`src/rtl/bp_piton_l15_return_decoder.sv`:
```
// L1.5 return-message decoder for a BlackParrot L1 cache: turns fills, uncached/atomic
// returns, store acks and evictions into data-mem/tag-mem writes, data pulses and credit returns.

module bp_piton_l15_return_decoder #(
    parameter int paddr_width_p = 40,
    parameter int sets_p        = 128,
    parameter int assoc_p       = 4,
    parameter int block_width_p = 256,
    localparam int offset_w = $clog2(block_width_p / 8),
    localparam int index_w  = $clog2(sets_p),
    localparam int way_w    = $clog2(assoc_p),
    localparam int tag_w    = paddr_width_p - index_w - offset_w
) (
    input  logic                     clk_i,
    input  logic                     reset_i,

    input  logic                     l15_val_i,
    input  logic [3:0]               l15_returntype_i,
    input  logic                     l15_noncacheable_i,
    input  logic [255:0]             l15_data_i,
    input  logic [11:0]              l15_inval_addr_i,
    input  logic                     l15_inval_all_way_i,
    input  logic [1:0]               l15_inval_way_i,
    output logic                     l15_ack_o,

    input  logic                     pend_v_i,
    input  logic [paddr_width_p-1:0] pend_addr_i,
    input  logic [way_w-1:0]         pend_way_i,

    output logic                     data_mem_v_o,
    input  logic                     data_mem_ready_and_i,
    output logic [index_w-1:0]       data_mem_index_o,
    output logic [way_w-1:0]         data_mem_way_o,
    output logic [block_width_p-1:0] data_mem_data_o,

    output logic                     tag_mem_v_o,
    input  logic                     tag_mem_ready_and_i,
    output logic [1:0]               tag_mem_opcode_o,
    output logic [index_w-1:0]       tag_mem_index_o,
    output logic [way_w-1:0]         tag_mem_way_o,
    output logic [tag_w-1:0]         tag_mem_tag_o,

    output logic                     uc_data_v_o,
    output logic [63:0]              uc_data_o,
    output logic                     st_ack_o,
    output logic                     credit_return_o
);

    if ((block_width_p != 128) && (block_width_p != 256)) begin : g_bad_block_width
        $error("block_width_p must be 128 or 256");
    end
    if (offset_w + index_w > 16) begin : g_bad_geometry
        $error("offset_w + index_w must not exceed 16");
    end
    if (assoc_p < 2) begin : g_bad_assoc
        $error("assoc_p must be at least 2");
    end

    localparam logic [3:0] RT_LOAD   = 4'b0000;
    localparam logic [3:0] RT_IFILL  = 4'b0001;
    localparam logic [3:0] RT_EVICT  = 4'b0011;
    localparam logic [3:0] RT_ST_ACK = 4'b0100;
    localparam logic [3:0] RT_ATOMIC = 4'b1000;

    localparam logic [1:0] OP_SET_VALID = 2'd0;
    localparam logic [1:0] OP_INV_WAY   = 2'd1;
    localparam logic [1:0] OP_INV_ALL   = 2'd2;

    typedef enum logic [2:0] {e_idle, e_data, e_tag, e_uc, e_done} state_e;

    state_e                   state_q, state_d;
    logic [block_width_p-1:0] data_q, data_d;
    logic [63:0]              uc_data_q, uc_data_d;
    logic [index_w-1:0]       index_q, index_d;
    logic [way_w-1:0]         way_q, way_d;
    logic [tag_w-1:0]         tag_q, tag_d;
    logic [1:0]               opcode_q, opcode_d;
    logic                     evict_q, evict_d;
    logic                     st_q, st_d;

    logic                     accept_s;
    logic                     is_fill_s, is_uc_s, is_st_s, is_evict_s;
    logic [index_w-1:0]       pend_index_s, inval_index_s;
    logic [tag_w-1:0]         pend_tag_s;
    logic [15:0]              inval_paddr_s;
    logic [way_w-1:0]         inval_way_s;
    logic [63:0]              uc_word_s;
    logic                     unused_s;

    assign accept_s   = (state_q == e_idle) & l15_val_i & ~reset_i;
    assign is_fill_s  = ((l15_returntype_i == RT_LOAD) & ~l15_noncacheable_i)
                      | (l15_returntype_i == RT_IFILL);
    assign is_uc_s    = ((l15_returntype_i == RT_LOAD) & l15_noncacheable_i)
                      | (l15_returntype_i == RT_ATOMIC);
    assign is_st_s    = (l15_returntype_i == RT_ST_ACK);
    assign is_evict_s = (l15_returntype_i == RT_EVICT);

    assign pend_index_s  = pend_addr_i[offset_w +: index_w];
    assign pend_tag_s    = pend_addr_i[paddr_width_p-1 -: tag_w];
    // The invalidate field carries paddr[15:4]; rebuild a 16-bit address to slice the index.
    assign inval_paddr_s = {l15_inval_addr_i, 4'b0000};
    assign inval_index_s = inval_paddr_s[offset_w +: index_w];
    assign inval_way_s   = way_w'(l15_inval_way_i);
    assign uc_word_s     = pend_addr_i[3] ? l15_data_i[127:64] : l15_data_i[63:0];

    assign unused_s = ^{l15_data_i, pend_addr_i, l15_inval_addr_i, l15_inval_way_i};

    // State register and message capture
    always_ff @(posedge clk_i) begin
        if (reset_i) begin
            state_q   <= e_idle;
            data_q    <= '0;
            uc_data_q <= 64'd0;
            index_q   <= '0;
            way_q     <= '0;
            tag_q     <= '0;
            opcode_q  <= 2'd0;
            evict_q   <= 1'b0;
            st_q      <= 1'b0;
        end else begin
            state_q   <= state_d;
            data_q    <= data_d;
            uc_data_q <= uc_data_d;
            index_q   <= index_d;
            way_q     <= way_d;
            tag_q     <= tag_d;
            opcode_q  <= opcode_d;
            evict_q   <= evict_d;
            st_q      <= st_d;
        end
    end

    // Next-state and capture selection
    always_comb begin
        state_d   = state_q;
        data_d    = data_q;
        uc_data_d = uc_data_q;
        index_d   = index_q;
        way_d     = way_q;
        tag_d     = tag_q;
        opcode_d  = opcode_q;
        evict_d   = evict_q;
        st_d      = st_q;
        case (state_q)
            e_idle: begin
                if (accept_s) begin
                    evict_d = 1'b0;
                    st_d    = 1'b0;
                    if (is_fill_s && pend_v_i) begin
                        data_d   = l15_data_i[block_width_p-1:0];
                        index_d  = pend_index_s;
                        way_d    = pend_way_i;
                        tag_d    = pend_tag_s;
                        opcode_d = OP_SET_VALID;
                        state_d  = e_data;
                    end else if (is_fill_s) begin
                        // Fill with no miss registered: skip the writes, still give the credit back.
                        state_d = e_done;
                    end else if (is_uc_s) begin
                        uc_data_d = uc_word_s;
                        state_d   = e_uc;
                    end else if (is_st_s) begin
                        st_d    = 1'b1;
                        state_d = e_done;
                    end else if (is_evict_s) begin
                        index_d  = inval_index_s;
                        way_d    = inval_way_s;
                        tag_d    = '0;
                        opcode_d = l15_inval_all_way_i ? OP_INV_ALL : OP_INV_WAY;
                        evict_d  = 1'b1;
                        state_d  = e_tag;
                    end else begin
                        state_d = e_idle;
                    end
                end else begin
                    state_d = e_idle;
                end
            end
            e_data: begin
                if (data_mem_ready_and_i) begin
                    state_d = e_tag;
                end else begin
                    state_d = e_data;
                end
            end
            e_tag: begin
                if (tag_mem_ready_and_i) begin
                    state_d = evict_q ? e_idle : e_done;
                end else begin
                    state_d = e_tag;
                end
            end
            e_uc:    state_d = e_idle;
            e_done:  state_d = e_idle;
            default: state_d = e_idle;
        endcase
    end

    // Output decode; payloads are driven only while their valid is up
    always_comb begin
        l15_ack_o        = accept_s;
        data_mem_v_o     = 1'b0;
        data_mem_index_o = '0;
        data_mem_way_o   = '0;
        data_mem_data_o  = '0;
        tag_mem_v_o      = 1'b0;
        tag_mem_opcode_o = 2'd0;
        tag_mem_index_o  = '0;
        tag_mem_way_o    = '0;
        tag_mem_tag_o    = '0;
        uc_data_v_o      = 1'b0;
        uc_data_o        = 64'd0;
        st_ack_o         = 1'b0;
        credit_return_o  = 1'b0;
        if (reset_i) begin
            l15_ack_o = 1'b0;
        end else begin
            case (state_q)
                e_data: begin
                    data_mem_v_o     = 1'b1;
                    data_mem_index_o = index_q;
                    data_mem_way_o   = way_q;
                    data_mem_data_o  = data_q;
                end
                e_tag: begin
                    tag_mem_v_o      = 1'b1;
                    tag_mem_opcode_o = opcode_q;
                    tag_mem_index_o  = index_q;
                    tag_mem_way_o    = way_q;
                    tag_mem_tag_o    = tag_q;
                end
                e_uc: begin
                    uc_data_v_o     = 1'b1;
                    uc_data_o       = uc_data_q;
                    credit_return_o = 1'b1;
                end
                e_done: begin
                    st_ack_o        = st_q;
                    credit_return_o = 1'b1;
                end
                default: begin
                    credit_return_o = 1'b0;
                end
            endcase
        end
    end

endmodule

```
`config.mk`:
```
export PLATFORM = sky130hd
export DESIGN_NAME = bp_piton_l15_return_decoder
export DESIGN_NICKNAME = d
export VERILOG_FILES = /design/src/rtl/bp_piton_l15_return_decoder.sv
export SDC_FILE = /design/constraint.sdc
export NUM_CORES = 1
export LEC_CHECK = 0
export ABC_AREA = 1
export CORE_AREA = 3 3 273 275
export CTS_CLUSTER_DIAMETER = 200
export DETAILED_ROUTE_END_ITERATION = 7
export DIE_AREA = 0 0 276 278
export GPL_TIMING_DRIVEN = 0
export SKIP_CTS_REPAIR_TIMING = 1
export SLEW_MARGIN = 10
export SYNTH_ARGS = -nofsm -noshare
export SYNTH_HDL_FRONTEND = slang
export SYNTH_SLANG_ARGS = --single-unit
```
`constraint.sdc`:
```
create_clock -name clk_i -period 1.46 [get_ports clk_i]
set_input_delay 0.146 -clock clk_i [delete_from_list [all_inputs] [get_ports clk_i]]
set_output_delay 0.146 -clock clk_i [all_outputs]
set_load 0.02 [all_outputs]
```
==> results of run 1 <==
-- flip-flops by register name, summed over array words and instances, names as in the netlist --
name,cells
tag_q,28
way_q,2
index_q,7
state_q,3
data_q,256
st_q,1
evict_q,1
opcode_q,2
uc_data_q,64
-- how the worst min path moves through the flow --
stage,slack (ns),end,depth (start not counted),startpoint
6_report,0.14,tag_q[20],3,pend_addr_i[32]
5_1_grt,0.11,tag_q[20],3,pend_addr_i[32]
4_1_cts,0.10,tag_q[3],3,pend_addr_i[15]
3_5_place_dp,0.45,uc_data_q[47],2,uc_data_q[47]
3_3_place_gp,0.45,tag_q[7],2,tag_q[7]
2_1_floorplan,0.26,data_q[0],2,l15_data_i[0]
-- stage by stage --
stage | cells | hold WS (ns) | total power (uW) | setup TNS (ns)
floorplan | 2382 | 0.2587 | 10930 | -9.491
CTS | 4103 | 0.1037 | 23450 | -891.94
finish | 4142 | 0.1398 | 23460 | -304.12
global route | 4138 | 0.1066 | 24240 | -381.28
global placement | 4027 | 0.4477 | 12300 | -788.68
detailed placement | 4027 | 0.4520 | 12300 | -785.99
-- layout by cell type, fill, tap and decap left out, types with 5 or more instances in the layout --
master,instances
a21oi_1,99
buf_12,24
buf_16,7
buf_2,57
buf_4,63
buf_6,256
clkbuf_1,51
clkbuf_16,66
clkbuf_2,51
clkbuf_8,10
clkdlybuf4s50_1,312
dfxtp_1,361
diode_2,5
dlymetal6s2s_1,61
inv_1,146
nand2_1,780
nand3_1,69
nand4_1,5
nor2_1,130
nor2_2,58
nor2_4,209
o21ai_0,321
-- layer usage --
metal | share of wire (%) | GRT usage (%)
met5 | 0.0096 | 0
met4 | 3.0 | 5.213
met3 | 7.2 | 5.176
met2 | 49 | 34.38
met1 | 41 | 24.31
-- kinds of logic after synthesis --
group                  Yosys count
DFF                            364
buffers and inverters          337
AOI/OAI and AO/OA              422
and+or+nand+nor               1259
-- worst max-delay path, stage by stage (launching register included) --
cell and delay (ns):
dfxtp_2 0.34, inv_2 0.09, nand3_4 0.09, buf_6 0.15, buf_12 0.15, nor2_1 0.33, dlymetal6s2s_1 0.33
-- final cells by class --
cell class / count / area [um^2] / area share, %
Antenna cell: 5 / 12.51 / 0.04390
Buffer: 181 / 1516 / 5.321
Clock buffer: 68 / 1313 / 4.605
Clock inverter: 8 / 118.9 / 0.4171
Inverter: 155 / 595.6 / 2.090
Multi-Input combinational cell: 1681 / 8736 / 30.65
Sequential cell: 364 / 7291 / 25.58
Tap cell: 959 / 1200 / 4.210
Timing Repair Buffer: 721 / 7719 / 27.08
-- where the power goes --
part / total (uW) / leakage [uW] / internal, uW / switching [uW]
sequential: 10100 / 0.00294 / 10000 / 33.3
clock: 11200 / 0.000704 / 6670 / 4490
combinational: 2240 / 0.00786 / 1100 / 1140
total: 23500 / 0.0115 / 17800 / 5650
==> impl_metrics.py, run 1 <==
metrics = {
    "die": {
        "die_h_um": 278,
        "die_w_um": 276,
        "rows": 99,
        "core_region_area_um2": 72590,
        "initial_core_util_pct": 21.73,
        "ios": 698,
        "die_area_um2": 76730,
    },
    "place": {
        "port_buffers": 686,
        "dp_worst_setup_slack_ns": -1.854,
        "place_area_um2": 24150,
        "globalplace.congestion": 0.9093,
        "dpl.hpwl_um": 62680,
    },
    "setup_path": {
        "startpoint_type": "flip-flop",
        "endpoint": "data_mem_data_o[0]",
        "critPathKind": "reg2out",
        "cp.required_ns": 1.31,
        "reg2reg_setup_slack_ns": -0.44,
        "cp_data_arrival_time_ns": 2.04,
        "cp-end-kind": "output pin",
        "timing.rr.start": "state_q[0]",
        "reg2regPathDepth": 6,
        "crit_path_max_fanout": 7,
        "startpoint": "state_q[1]",
        "r2r-end": "data_q[30]",
    },
    "cells_and_area": {
        "drive_gt1_share_pct": 26.27,
        "area_growth_pct": 80.73,
        "fin_area_um2": 28500,
        "finish.utilization_pct": 39.26,
        "fillerInstances": 7474,
        "nNetsFinal": 3471,
    },
    "yosys": {
        "synth_edf_count": 0,
        "synthCells": 2382,
        "synthesis.area_um2": 15770,
        "synth_xor_xnor_area_share_pct": 0,
        "synthMuxAreaShare_pct": 0,
        "synth_top_flop_cell": "dfxtp_1",
        "synth_simple_gate_area_share_pct": 31.03,
        "synth_warnings": 0,
        "post-synth-top-count-cell": "nand2_1",
        "synthTopCellsByArea": "dfxtp_1 46%, nand2_1 19%, o21ai_0 10%, nor2_1 9.4%, inv_1 3.6%",
        "synth_top_family_by_area": "simple AND/OR/NAND/NOR gates",
        "ys_seq_area_share_pct": 46.21,
        "yosysTopAreaCell": "dfxtp_1",
        "synth_cell_types": 23,
        "ys_top_cells_by_count": "782 x nand2_1, 395 x nor2_1, 364 x dfxtp_1",
        "synth_compound_area_share_pct": 13.42,
        "synth_nets": 2706,
        "avgSynthCellArea_um2": 6.621,
        "synth_top_cell_area_share_pct": 46.21,
        "ys_ff_latch": 364,
        "synth-adder-area-share_pct": 0,
        "synthArstFlopShare_pct": 0,
    },
    "detailed_routing": {
        "wl_per_cell_um": 20.12,
        "drt-vias-per-instance": 4.440,
        "ant_nets": 0,
        "dr.pass1.iters": 5,
        "drc_errors": 0,
        "vias": 18390,
        "wirelength_um": 83350,
        "initialDrtViolationCount": 1089,
    },
    "outcome": {
        "violations": "setup timing",
        "status": "finished, violations left",
    },
    "job": {
        "maxCapViolations": 0,
    },
    "sta": {
        "max_freq_mhz": 457.6,
        "final_max_slew_viol_count": 0,
        "layout_min_cycle_time_ns": 2.185,
        "fin_worst_skew_ns": 0.01225,
        "hold_viol": 0,
        "fin_crit_sh_pct": 149.7,
        "worst_slew_pin_slew_ns": 0.9175,
        "setup_viol": 735,
        "slew_headroom_pct": 38.83,
        "finalWorstSetupSlack_ns": -0.7255,
        "rsz0062_at_grt": "true",
    },
    "clocking": {
        "cts_tree": "yes",
        "clk_transition_reported_paths_ns": 0.06,
        "cts_root_buf": "clkbuf_16",
        "clk_latency_ns": 0.56,
        "cts_buffer_depth": 3,
        "cts_made_buffers": 43,
        "cts.sinks": 364,
        "h-tree-depth": 2,
    },
    "global_routing": {
        "grt-ovfl-total": 0,
        "grt_max_degree": 13,
        "antenna_found_initial": 11,
        "grtUsageTotal_pct": 19.81,
        "grt_pass1_wl_um": 115300,
        "grt_pass1_vias": 17430,
    },
    "pwr": {
        "power_density_nw_per_um2": 823.1,
        "leakagePower_uw": 0.01150,
        "peakVddDrop_v": 0.0007893,
    },
    "worst_hold_path": {
        "hp-class": "in2reg",
    },
}
Note: power is estimated with default switching activity, not from simulation.
==> run 2: changes to the inputs <==
HOLD_SLACK_MARGIN = 0.03   (was default)
==> results of run 2 <==
Same layout as run 1: the final DEF is identical, and so are final timing and power.
